File: src/rtl/fixed_to_float_arbiter_if.sv
// Bus bundle between requesters, the shared fixed->float converter and the arbiter.
// Every channel is avail/get: a transfer happens on a rising clk edge where avail & get are both 1, and avail holds with stable data until then.
interface fixed_to_float_arbiter_if #(
    parameter int N_REQ = 4,
    parameter int FXD_N = 64,
    parameter int FW    = 64
);
    logic [N_REQ-1:0]       req_avail;
    logic [N_REQ-1:0]       req_get;
    logic [N_REQ*FXD_N-1:0] req_data;

    logic                   cvt_pre_avail;
    logic                   cvt_pre_get;
    logic [FXD_N-1:0]       cvt_pre_data;

    logic                   cvt_post_avail;
    logic                   cvt_post_get;
    logic [FW-1:0]          cvt_post_data;

    logic [N_REQ-1:0]       rsp_avail;
    logic [N_REQ-1:0]       rsp_get;
    logic [FW-1:0]          rsp_data;

    modport master (
        input  req_avail, req_data, cvt_pre_get, cvt_post_avail, cvt_post_data, rsp_get,
        output req_get, cvt_pre_avail, cvt_pre_data, cvt_post_get, rsp_avail, rsp_data
    );

    modport slave (
        output req_avail, req_data, cvt_pre_get, cvt_post_avail, cvt_post_data, rsp_get,
        input  req_get, cvt_pre_avail, cvt_pre_data, cvt_post_get, rsp_avail, rsp_data
    );
endinterface

File: src/rtl/fixed_to_float_arbiter.sv
// Round-robin sharing of one in-order fixed->float converter among N_REQ requesters;
// an in-order tag FIFO steers each converter result back to the requester that issued it.
module fixed_to_float_arbiter #(
    parameter  int N_REQ     = 4,
    parameter  int FXD_N     = 64,
    parameter  int FLT_EXP   = 11,
    parameter  int FLT_FRAC  = 52,
    parameter  int TAG_DEPTH = 4,
    localparam int ID_W      = $clog2(N_REQ),
    localparam int FW        = FLT_EXP + FLT_FRAC + 1,
    localparam int PTR_W     = $clog2(TAG_DEPTH),
    localparam int CNT_W     = PTR_W + 1
) (
    input  logic                 clk,
    input  logic                 rst_n,
    fixed_to_float_arbiter_if.master bus,
    output logic [CNT_W-1:0]     inflight,
    output logic                 err
);

    logic              issue_vld;
    logic [FXD_N-1:0]  issue_data;
    logic [ID_W-1:0]   issue_id;
    logic [ID_W-1:0]   rr_ptr;

    logic [ID_W-1:0]   tag_mem [TAG_DEPTH];
    logic [PTR_W-1:0]  wr_ptr;
    logic [PTR_W-1:0]  rd_ptr;
    logic [CNT_W-1:0]  tag_cnt;

    logic              rsp_vld;
    logic [ID_W-1:0]   rsp_id;
    logic [FW-1:0]     rsp_data_q;

    logic              accept;
    logic              found;
    logic [ID_W:0]     cand;
    logic [ID_W-1:0]   grant_idx;
    logic              pre_hs;
    logic              post_hs;
    logic              rsp_hs;
    logic              rsp_free;
    logic              tag_empty;
    logic              post_orphan;
    logic              push;
    logic              pop;
    logic [ID_W-1:0]   head_id;

    assign inflight  = tag_cnt + CNT_W'(issue_vld);
    assign tag_empty = (tag_cnt == '0);
    assign pre_hs    = issue_vld & bus.cvt_pre_get;

    // rst_n gates the grant so req_get reads 0 during reset even with operands pending.
    assign accept = rst_n & (|bus.req_avail) & (!issue_vld | bus.cvt_pre_get)
                  & (inflight < CNT_W'(TAG_DEPTH));

    // Scan rr_ptr, rr_ptr+1, ... modulo N_REQ; first asserted request wins.
    always_comb begin
        grant_idx = rr_ptr;
        found     = 1'b0;
        cand      = '0;
        for (int k = 0; k < N_REQ; k++) begin
            cand = {1'b0, rr_ptr} + (ID_W+1)'(k);
            if (cand >= (ID_W+1)'(N_REQ)) begin
                cand = cand - (ID_W+1)'(N_REQ);
            end
            if (!found && bus.req_avail[cand[ID_W-1:0]]) begin
                found     = 1'b1;
                grant_idx = cand[ID_W-1:0];
            end
        end
    end

    always_comb begin
        bus.req_get = '0;
        if (accept) begin
            bus.req_get[grant_idx] = 1'b1;
        end
    end

    assign bus.cvt_pre_avail = issue_vld;
    assign bus.cvt_pre_data  = issue_data;

    always_ff @(posedge clk or negedge rst_n) begin
        if (!rst_n) begin
            issue_vld  <= 1'b0;
            issue_data <= '0;
            issue_id   <= '0;
            rr_ptr     <= '0;
        end else if (accept) begin
            issue_vld  <= 1'b1;
            issue_data <= bus.req_data[grant_idx*FXD_N +: FXD_N];
            issue_id   <= grant_idx;
            rr_ptr     <= (grant_idx == ID_W'(N_REQ - 1)) ? '0 : grant_idx + 1'b1;
        end else if (pre_hs) begin
            issue_vld  <= 1'b0;
        end
    end

    // An empty FIFO with a valid issue register means a pass-through converter:
    // its result belongs to issue_id, which is being pushed in this same cycle.
    assign head_id     = tag_empty ? issue_id : tag_mem[rd_ptr];
    assign post_orphan = bus.cvt_post_avail & tag_empty & !issue_vld;
    assign rsp_free    = !rsp_vld | bus.rsp_get[rsp_id];
    assign bus.cvt_post_get = rsp_free & !post_orphan;
    assign post_hs     = bus.cvt_post_avail & bus.cvt_post_get;
    assign rsp_hs      = rsp_vld & bus.rsp_get[rsp_id];
    assign push        = pre_hs;
    assign pop         = post_hs & (!tag_empty | push);

    always_ff @(posedge clk) begin
        if (push) begin
            tag_mem[wr_ptr] <= issue_id;
        end
    end

    always_ff @(posedge clk or negedge rst_n) begin
        if (!rst_n) begin
            wr_ptr  <= '0;
            rd_ptr  <= '0;
            tag_cnt <= '0;
        end else begin
            if (push) begin
                wr_ptr <= wr_ptr + 1'b1;
            end
            if (pop) begin
                rd_ptr <= rd_ptr + 1'b1;
            end
            case ({push, pop})
                2'b10:   tag_cnt <= tag_cnt + 1'b1;
                2'b01:   tag_cnt <= tag_cnt - 1'b1;
                default: tag_cnt <= tag_cnt;
            endcase
        end
    end

    always_ff @(posedge clk or negedge rst_n) begin
        if (!rst_n) begin
            rsp_vld    <= 1'b0;
            rsp_id     <= '0;
            rsp_data_q <= '0;
        end else if (post_hs) begin
            rsp_vld    <= 1'b1;
            rsp_id     <= head_id;
            rsp_data_q <= bus.cvt_post_data;
        end else if (rsp_hs) begin
            rsp_vld    <= 1'b0;
        end
    end

    assign bus.rsp_avail = rsp_vld ? (N_REQ'(1) << rsp_id) : '0;
    assign bus.rsp_data  = rsp_data_q;

    always_ff @(posedge clk or negedge rst_n) begin
        if (!rst_n) begin
            err <= 1'b0;
        end else if (post_orphan) begin
            err <= 1'b1;
        end
    end

endmodule

File: src/flat_wrapper.sv
// flat-port wrapper written by rule: the top's interface ports become plain ports
module fixed_to_float_arbiter_flat 
#(
    parameter  int N_REQ     = 4,
    parameter  int FXD_N     = 64,
    parameter  int FLT_EXP   = 11,
    parameter  int FLT_FRAC  = 52,
    parameter  int TAG_DEPTH = 4,
    localparam int ID_W      = $clog2(N_REQ),
    localparam int FW        = FLT_EXP + FLT_FRAC + 1,
    localparam int PTR_W     = $clog2(TAG_DEPTH),
    localparam int CNT_W     = PTR_W + 1
)
  (clk, rst_n, inflight, err, bus_req_avail, bus_req_data, bus_cvt_pre_get, bus_cvt_post_avail, bus_cvt_post_data, bus_rsp_get, bus_req_get, bus_cvt_pre_avail, bus_cvt_pre_data, bus_cvt_post_get, bus_rsp_avail, bus_rsp_data);
  fixed_to_float_arbiter_if #(.N_REQ(N_REQ), .FXD_N(FXD_N), .FW((64))) bus_i ();
  input  logic clk;
  input  logic rst_n;
  output logic [CNT_W-1:0] inflight;
  output logic err;
  input wire logic [$bits(bus_i.req_avail)-1:0] bus_req_avail;
  input wire logic [$bits(bus_i.req_data)-1:0] bus_req_data;
  input wire logic [$bits(bus_i.cvt_pre_get)-1:0] bus_cvt_pre_get;
  input wire logic [$bits(bus_i.cvt_post_avail)-1:0] bus_cvt_post_avail;
  input wire logic [$bits(bus_i.cvt_post_data)-1:0] bus_cvt_post_data;
  input wire logic [$bits(bus_i.rsp_get)-1:0] bus_rsp_get;
  output wire logic [$bits(bus_i.req_get)-1:0] bus_req_get;
  output wire logic [$bits(bus_i.cvt_pre_avail)-1:0] bus_cvt_pre_avail;
  output wire logic [$bits(bus_i.cvt_pre_data)-1:0] bus_cvt_pre_data;
  output wire logic [$bits(bus_i.cvt_post_get)-1:0] bus_cvt_post_get;
  output wire logic [$bits(bus_i.rsp_avail)-1:0] bus_rsp_avail;
  output wire logic [$bits(bus_i.rsp_data)-1:0] bus_rsp_data;
  assign bus_i.req_avail = bus_req_avail;
  assign bus_i.req_data = bus_req_data;
  assign bus_i.cvt_pre_get = bus_cvt_pre_get;
  assign bus_i.cvt_post_avail = bus_cvt_post_avail;
  assign bus_i.cvt_post_data = bus_cvt_post_data;
  assign bus_i.rsp_get = bus_rsp_get;
  assign bus_req_get = bus_i.req_get;
  assign bus_cvt_pre_avail = bus_i.cvt_pre_avail;
  assign bus_cvt_pre_data = bus_i.cvt_pre_data;
  assign bus_cvt_post_get = bus_i.cvt_post_get;
  assign bus_rsp_avail = bus_i.rsp_avail;
  assign bus_rsp_data = bus_i.rsp_data;
  fixed_to_float_arbiter #(.N_REQ(N_REQ), .FXD_N(FXD_N), .FLT_EXP(FLT_EXP), .FLT_FRAC(FLT_FRAC), .TAG_DEPTH(TAG_DEPTH)) u_core (.clk(clk), .rst_n(rst_n), .bus(bus_i), .inflight(inflight), .err(err));
endmodule
File: config.mk
export PLATFORM = sky130hd
export DESIGN_NAME = fixed_to_float_arbiter_flat
export DESIGN_NICKNAME = d
export VERILOG_FILES = /design/src/rtl/fixed_to_float_arbiter_if.sv /design/src/rtl/fixed_to_float_arbiter.sv /design/src/flat_wrapper.sv
export SDC_FILE = /design/constraint.sdc
export NUM_CORES = 1
export LEC_CHECK = 0
export CAP_MARGIN = 15
export CORE_AREA = 2 2 184 186
export DETAILED_ROUTE_END_ITERATION = 8
export DIE_AREA = 0 0 186 188
export GPL_TIMING_DRIVEN = 0
export PLACE_DENSITY = 0.65
export SLEW_MARGIN = 0
export SYNTH_ARGS = -nofsm -noshare
export SYNTH_HDL_FRONTEND = slang
export SYNTH_SLANG_ARGS = --single-unit
File: constraint.sdc
create_clock -name clk -period 2.7 [get_ports clk]
set_input_delay 0.54 -clock clk [delete_from_list [all_inputs] [get_ports clk]]
set_output_delay 0.54 -clock clk [all_outputs]
set_load 0.03 [all_outputs]
# Word level (Yosys, flattened, before mapping)
# Memory sizes are Yosys's and may differ from the RTL's.
# Cells that the tools add are included.
dict set report word_totals {
  reg_bits 144
  mem_bits_rw 8
  out_inout_bits 142
  mem_count 1
}
dict set report classes {
  n_addsub 13
  magnitude_cmp 12
  n_eq_ne 3
  n_shift 2
  muxes 34
  bitwise_logic 13
  reduce_logical 16
}
# name words width rd rd_ports_with_merged_regs write_ports line_no
set mem_list {}
lappend mem_list {u_core.tag_mem 4 2 1 0 1 fixed_to_float_arbiter.sv:26} ;# logic [ID_W-1:0] tag_mem [TAG_DEPTH];
# operator count
set ops {}
lappend ops {{$shiftx A256 B9 Y64} 1}
lappend ops {{$mux W2} 10}
lappend ops {{$lt A2 B3 Y1 const B} 6}
lappend ops {{$mux W1} 15}
lappend ops {{$and A1 B1 Y1} 10}
lappend ops {{$bmux W1 S2} 5}
lappend ops {{$ge A3 B3 Y1 const B} 3}
lappend ops {{$mux W4} 2}
lappend ops {{$sub A2 B1 Y2 const B} 4}
lappend ops {{$logic_not A1 Y1} 7}
lappend ops {{$add A2 B1 Y2 const B} 3}
lappend ops {{$add A2 B2 Y3 const B} 2}
lappend ops {{$pmux W3 S2} 1}
lappend ops {{$reduce_bool A2 Y1} 3}
lappend ops {{$eq A2 B2 Y1 const B} 2}
lappend ops {{$logic_and A1 B1 Y1} 4}
lappend ops {{$reduce_or A4 Y1} 1}
lappend ops {{$shl A1 B2 Y4 const A} 1}
lappend ops {{$add A2 B1 Y3 const B} 1}
lappend ops {{$add A3 B1 Y3} 1}
lappend ops {{$add A3 B1 Y3 const B} 1}
lappend ops {{$ge A2 B3 Y1 const B} 1}
lappend ops {{$logic_not A3 Y1} 1}
lappend ops {{$lt A3 B3 Y1 const B} 1}
lappend ops {{other kinds (5)} 7}

# Longest topological paths before layout
# Gate-level depths: netlist of the first run.
dict set report logic_depth {
  ltp_word 19
  depth_mapped 12
  mapped_depth_nobuf 10
}

# Worst setup path after synthesis of the first run
# Ideal clock, no wire load.
dict set report synth_path {
  kind {register -> output}
  start {register u_core.issue_vld (netlist: u_core.bus.cvt_pre_avail)}
  end {output bus_req_get[0]}
  arrival_time_ns 2.032
  setup_slack_ns 0.128
  stages_incl_launch_ff 6
  cell_sequence {dfrtp_1 ha_1 ha_1 xor2_1 nor3_2 and2_1}
}
dict set report synth_between {
  word_cells_on_any_way 7
}
# item line_no
set synth_lines {}
lappend synth_lines {{start: declaration} fixed_to_float_arbiter.sv:21} ;# logic issue_vld;
lappend synth_lines {{start signal: assignment} fixed_to_float_arbiter.sv:86} ;# issue_vld <= 1'b0;
lappend synth_lines {{start signal: assignment} fixed_to_float_arbiter.sv:91} ;# issue_vld <= 1'b1;
lappend synth_lines {{start signal: assignment} fixed_to_float_arbiter.sv:96} ;# issue_vld <= 1'b0;
lappend synth_lines {{$add A3 B1 Y3} fixed_to_float_arbiter.sv:49} ;# assign inflight = tag_cnt + CNT_W'(issue_vld);
lappend synth_lines {{named net inflight[2]} flat_wrapper.sv:18} ;# output logic [CNT_W-1:0] inflight;
lappend synth_lines {{$lt A3 B3 Y1} fixed_to_float_arbiter.sv:55} ;# & (inflight < CNT_W'(TAG_DEPTH));
lappend synth_lines {{$and A1 B1 Y1} fixed_to_float_arbiter.sv:55}
lappend synth_lines {{$mux W4} fixed_to_float_arbiter.sv:76} ;# if (accept) begin
lappend synth_lines {{end: declaration} flat_wrapper.sv:26} ;# output wire logic [$bits(bus_i.req_get)-1:0] bus_req_get;
# The timed path passes the listed nets, and every way through them passes these cells.

# Worst setup path in the final report of the first run
dict set report layout_path {
  start {register u_core.issue_vld (netlist: u_core.bus.cvt_pre_avail)}
  end {output bus_req_get[3]}
}
dict set report layout_between {
  elab_chain_cells 5
  word_cells_on_any_way 7
}
# item line_no
set layout_lines {}
lappend layout_lines {{branches (longest 3 deep; another with $add A3 B1 Y3)} n/a}
lappend layout_lines {{$and A1 B1 Y1 *} fixed_to_float_arbiter.sv:55}
lappend layout_lines {{$mux W4 *} fixed_to_float_arbiter.sv:76}
# Every way passes the cells marked *.

==> impl_metrics.json, run 1 <==
{
  "vdd_ir_drop_max_mv": 0.516,
  "holdBufCountCts": 0,
  "met1Wirelength_um": 13100,
  "synthDistinctLibCells": 43,
  "seq_area_frac_synth_pct": 49.9,
  "die_w_um": 186,
  "synth_cells": 608,
  "clkSinkCount": 152,
  "finalCritPeriodShare_pct": 96.3,
  "status": "complete, no violations",
  "pre_cts_ws_ns": -1.23,
  "synth_commonest_cells": "dfrtp_1, mux2i_1, nand2_1",
  "clock_skew_ns": 0.0117,
  "yosysTopAreaCellShare_pct": 46.8,
  "wl_per_cell_um": 21.2,
  "core_sq_um": 33100,
  "grt_first_pass_wirelength_um": 48500,
  "die_h_um": 188,
  "clk_pin_slew_ns": 0.07,
  "htreeDepth": 4,
  "hold_violations": 0,
  "cts_tree": "done",
  "tightest_slew_ns": 0.818,
  "postRouteWirelength_um": 33400,
  "synth.ff_latch_count": 152,
  "nNetsFinal": 1458,
  "dr.pass1.iters": 4,
  "finalCriticalPeriod_ns": 2.60,
  "fmax_mhz": 385,
  "synth_edf_count": 8,
  "synth_ff_type": "dfrtp_1",
  "avgSynthCellArea_sq_um": 12.7,
  "ys_top_cells_by_area": "dfrtp_1, mux2i_1, o221ai_1",
  "die-area_sq_um": 35000,
  "slew_viol_final": 0,
  "grt_remaining_overflow": 0,
  "slew_headroom_pct": 45.0,
  "synth_most_common_cell": "dfrtp_1",
  "clk_latency_ns": 0.44,
  "p_per_area_nw_per_um2": 1120,
  "grt_usage_pct": 19.0,
  "path_class": "reg2out",
  "io_pins": 474,
  "routed_via_density": 4.56,
  "p_leak_nw": 5.89,
  "vias": 7177,
  "port_buffers": 473,
  "grt_pass1_vias": 7687,
  "hp-class": "in2async",
  "syn_area_sq_um": 7700,
  "rsz0062_at_grt": "yes",
  "cts_made_buffers": 17,
  "hold_slack_ns": 0.0195,
  "yosysWarnings": 0,
  "ant_nets": 0,
  "hpwl_um": 26000,
  "initial_utilization_pct": 23.3,
  "grt_max_degree": 60,
  "layout-area-overhead-vs-synth_pct": 79.1,
  "root_buffer": "clkbuf_16",
  "met2_length_um": 17100,
  "clock_path_buffers": 2,
  "setup_viol": 0,
  "placementRows": 67,
  "gp_congestion": 0.821,
  "drtIter0Drc": 289,
  "highest_layer": "met4",
  "drive_above_1_share_pct": 12.4,
  "dr_wl_met3_um": 2680,
  "antenna_found_initial": 1,
  "worstPathMaxFanout": 5,
  "drc": 0,
  "final_core_util_pct": 41.7,
  "async_flop_share_pct": 94.7,
  "netlist.top_cell.by_area": "dfrtp_1",
  "r2r_cells": 9,
  "syn-num-nets": 952,
  "start_kind": "register",
  "fin_tns_setup_ns": 0,
  "crit_arrival_ns": 2.06,
  "critPathCaptureType": "primary output",
  "setup_ws_ns": 0.100,
  "cp_data_required_time_ns": 2.16,
  "maxCapViolCount": 0
}
-- kinds of logic (layout without fill, tap and decap cells) --
logic type / count (synthesis) / after routing / share of synthesized area (%)
muxes: 199 / 199 / 28.4
DFF: 152 / 152 / 49.9
and+or+nand+nor: 105 / 105 / 6.02
AOI/OAI and AO/OA: 80 / 80 / 8.79
buffers and inverters: 53 / 571 / 4.09
adders and majority gates: 12 / 12 / 2.05
xor gates and xnor gates: 7 / 7 / 0.796
other: 0 / 1 / 0
-- final timing paths --
path	slack, ns	from	end
min in group clk	0.47	u_core.err	u_core.err
max in group asynchronous	1.86	rst_n	u_core.rr_ptr[1]
max	0.10	u_core.bus.cvt_pre_avail	bus_req_get[3]
min reg2reg	0.47	u_core.err	u_core.err
min	0.02	rst_n	u_core.bus.cvt_pre_data[52]
max reg2reg	0.20	u_core.bus.cvt_pre_avail	u_core.bus.cvt_pre_data[61]
-- metrics by stage --
| step | area [sq um] | power [mW] | std cells |
|---|---|---|---|
| global placement | 13000 | 13.0 | 1529 |
| floorplan | 7700 | 9.22 | 608 |
| detailed placement | 13000 | 13.1 | 1530 |
| CTS | 13700 | 15.5 | 1564 |
| finish | 13800 | 15.5 | 1575 |
| global route | 13800 | 16.4 | 1575 |
-- cells in the final DEF (no fill, tap or decap), types with 2 or more instances in the layout --
cell	instances
dfrtp_1	140
xnor2_1	3
and3_1	5
o221ai_1	64
mux2_1	30
o21ai_0	5
buf_2	13
a21boi_0	2
buf_4	21
clkbuf_2	3
dfrtp_2	4
nor2b_1	2
bufbuf_16	2
clkbuf_1	8
xor2_1	3
edfxtp_1	8
clkbuf_4	3
nand2_1	77
clkinv_2	6
ha_1	10
clkinvlp_4	4
inv_1	10
inv_6	2
clkbuf_16	17
mux2_2	15
buf_6	10
clkdlybuf4s50_1	462
mux4_2	3
mux2i_1	131
nor2_1	5
and2_1	3
mux2_4	20
dlygate4sd2_1	5
-- state kept, by name, summed over array words and instances (netlist names), 3 cells and up --
name / cells
u_core.tag_cnt: 3
u_core.bus.rsp_data: 64
u_core.tag_mem: 8
u_core.bus.cvt_pre_data: 64
-- critical path: stages, from the launching register on --
cell and delay [ns]:
dfrtp_2 0.44, ha_1 0.21, ha_1 0.21, xor2_2 0.21, nor3_4 0.25, and2_1 0.17, buf_6 0.14
-- report_power, final --
| group | switching (mW) | total (mW) | internal, mW |
|---|---|---|---|
| logic | 4.91 | 9.08 | 4.17 |
| registers | 0.719 | 4.14 | 3.42 |
| clock network | 1.03 | 2.29 | 1.26 |
| total | 6.66 | 15.5 | 8.84 |
-- layer usage --
| metal | GRT usage (%) | vias up |
|---|---|---|
| li1 | - | 3276 |
| met1 | 21.7 | 3516 |
| met2 | 34.2 | 356 |
| met3 | 5.09 | 29 |
| met4 | 5.94 | 0 |
| met5 | 0 | - |
-- layout make-up --
class	count	area, sq um
antenna	1	2.50
buffer	41	280
inverter	10	37.5
multi-input combinational	403	3600
timing repair buffer	489	4930
fill	3150	19300
clock inverter	13	108
tap	448	561
sequential	152	3850
clock buffer	18	429
-- repair_timing --
| action | 4_1_cts | 5_1_grt |
|---|---|---|
| buffers inserted | 2 | 11 |
| setup endpoints to repair | 30 | 52 |
| cloned | 2 | 0 |
| pin swaps | 2 | 4 |
| resized for setup | 43 | 22 |
(Power assumes the default switching activity.)
==> run 2: changes to the inputs <==
- CELL_PAD_IN_SITES_DETAIL_PLACEMENT: default -> 1
- CELL_PAD_IN_SITES_GLOBAL_PLACEMENT: default -> 2
- CORE_AREA: 2 2 184 186 -> default
- CORE_MARGIN: default -> 2
- CORE_UTILIZATION: default -> 22
- DIE_AREA: 0 0 186 188 -> default
- PLACE_DENSITY: 0.65 -> 0.91
==> run 2 against run 1 <==
Net effect: clock-buffer cell count shrank 1; core utilization decreased by 1.3 points; critical path depth fell by 1; total power increased by 3.2%; register-to-register slack got worse by 0.08 ns; final cell count increased by 1.0%; highest routed layer unchanged.
==> impl_metrics.json, run 2 (synthesis results as in run 1) <==
{
  "vdd_ir_drop_max_mv": 0.558,
  "setup_viol": 0,
  "final_core_util_pct": 40.4,
  "die-area_sq_um": 36500,
  "clk_pin_slew_ns": 0.07,
  "die_w_um": 191,
  "post_dp_cell_area_sq_um": 13000,
  "slew_headroom_pct": 44.2,
  "dr.pass1.iters": 4,
  "path_class": "in2out",
  "hp-class": "in2async",
  "tightest_slew_ns": 0.830,
  "grt_usage_pct": 18.7,
  "p_total_mw": 16.0,
  "gp_congestion": 0.796,
  "wl_per_cell_um": 21.9,
  "core_sq_um": 34500,
  "clk_latency_ns": 0.45,
  "clock_skew_ns": 0.0103,
  "io_pins": 474,
  "cts_made_buffers": 17,
  "drc": 0,
  "r2r_cells": 12,
  "cp_data_required_time_ns": 2.16,
  "layout-area-overhead-vs-synth_pct": 81.1,
  "ant_nets": 0,
  "vias": 7174,
  "grt_first_pass_wirelength_um": 50000,
  "p_leak_nw": 5.95,
  "final_cell_mix": "clkdlybuf4s50_1, dfrtp_1, mux2i_1",
  "fin_tns_setup_ns": 0,
  "grt_pass1_vias": 7873,
  "n_fill_cell": 3718,
  "grt_remaining_overflow": 0,
  "finalCriticalPeriod_ns": 2.63,
  "drtIter0Drc": 165,
  "layout.cells.non_filler": 1591,
  "clkSinkCount": 152,
  "clock_path_buffers": 2,
  "port_buffers": 473,
  "htreeDepth": 4,
  "worstPathMaxFanout": 3,
  "finalCritPeriodShare_pct": 97.2,
  "nNetsFinal": 1462,
  "critPathCaptureType": "primary output",
  "fmax_mhz": 381,
  "crit_arrival_ns": 2.09,
  "layout_commonest_cell": "clkdlybuf4s50_1",
  "die_h_um": 191,
  "hold_violations": 0,
  "start_kind": "input pin",
  "cts_tree": "done",
  "dp.cells": 1537,
  "max_stage_delay_ns": 0.47,
  "grt_max_degree": 83,
  "maxCapViolCount": 0,
  "postRouteWirelength_um": 34800,
  "placementRows": 68,
  "routed_via_density": 4.51,
  "hpwl_um": 27300,
  "cp_slowest_cell": "mux4_2",
  "path_cells": "clkdlybuf4s50_1 -> mux4_2 -> nand2b_4 -> a21boi_0 -> dlygate4sd1_1",
  "final_area_sq_um": 14000,
  "antenna_found_initial": 6,
  "reg2reg_from": "u_core.rsp_id[0]",
  "slew_viol_final": 0,
  "drive_above_1_share_pct": 12.9,
  "root_buffer": "clkbuf_16",
  "p_per_area_nw_per_um2": 1150,
  "r2r_end": "u_core.tag_cnt[2]",
  "initial_utilization_pct": 22.3,
  "status": "complete, no violations",
  "r2r_slack_ns": 0.12
}
[run 2: worst max-delay path: cells and delay by family]
| kind | cells | cell delay (ns) |
|---|---|---|
| compound gates | 1 | 0.12 |
| buf+inv | 2 | 0.79 |
| mux | 1 | 0.47 |
| simple gates | 1 | 0.17 |
[run 2: layout make-up]
| class | count | area (sq um) | share of cell area (%) |
|---|---|---|---|
| Antenna cell | 5 | 12.5 | 0.0897 |
| Buffer | 42 | 292 | 2.09 |
| Clock buffer | 17 | 425 | 3.05 |
| Clock inverter | 15 | 211 | 1.52 |
| Inverter | 10 | 37.5 | 0.269 |
| Multi-Input combinational cell | 403 | 3640 | 26.1 |
| Sequential cell | 152 | 3850 | 27.6 |
| Tap cell | 455 | 569 | 4.08 |
| Timing Repair Buffer | 492 | 4920 | 35.3 |
[run 2: how the worst max path moves through the flow]
stage / startpoint / slack, ns / endpoint
global placement: rst_n / -5.92 / bus_req_get[0]
detailed placement: bus_req_avail[2] / -1.27 / bus_req_get[0]
CTS: u_core.bus.cvt_pre_avail / -0.01 / bus_req_get[0]
floorplan: u_core.bus.cvt_pre_avail / 0.13 / bus_req_get[0]
global route: u_core.rsp_id[0] / -0.009 / u_core.tag_cnt[2]
finish: bus_rsp_get[1] / 0.07 / bus_cvt_post_get
[run 2: report_power, final]
part | switching [mW] | internal (mW)
sequential | 0.741 | 3.42
combinational | 4.98 | 4.23
clock | 1.15 | 1.50
total | 6.87 | 9.14
[run 2: stage by stage]
step | hold slack [ns] | setup WS, ns
final | 0.0852 | 0.0746
after global placement | 0.444 | -5.92
after CTS | 0.103 | -0.0108
after detailed placement | 0.453 | -1.27
after global routing | 0.113 | -0.00924
after floorplan | 0.244 | 0.128
[run 2: timing repair]
item                                    4_1_cts  5_1_grt
pin swaps                                     4        7
setup buffers                                 5       12
gates resized for setup                      43       21
endpoints found under the setup margin       15       67
cloned                                        1        0
hold buffers                                  0        0
[run 2: layer usage]
metal  vias up  track usage, %  part of all wire, %
met5         -               0                    0
met4         0            6.72                  2.0
met3        31            5.87                  8.7
met2       331            33.0                   50
met1      3540            21.0                   39
li1       3272               -                    -
==> run 3: changes to the inputs <==
- ABC_CLOCK_PERIOD_IN_PS: default -> 2700
- GPL_ROUTABILITY_DRIVEN: default -> 1
==> results of run 3 <==
The final DEF is identical to that of run 2; final timing and power are the same.
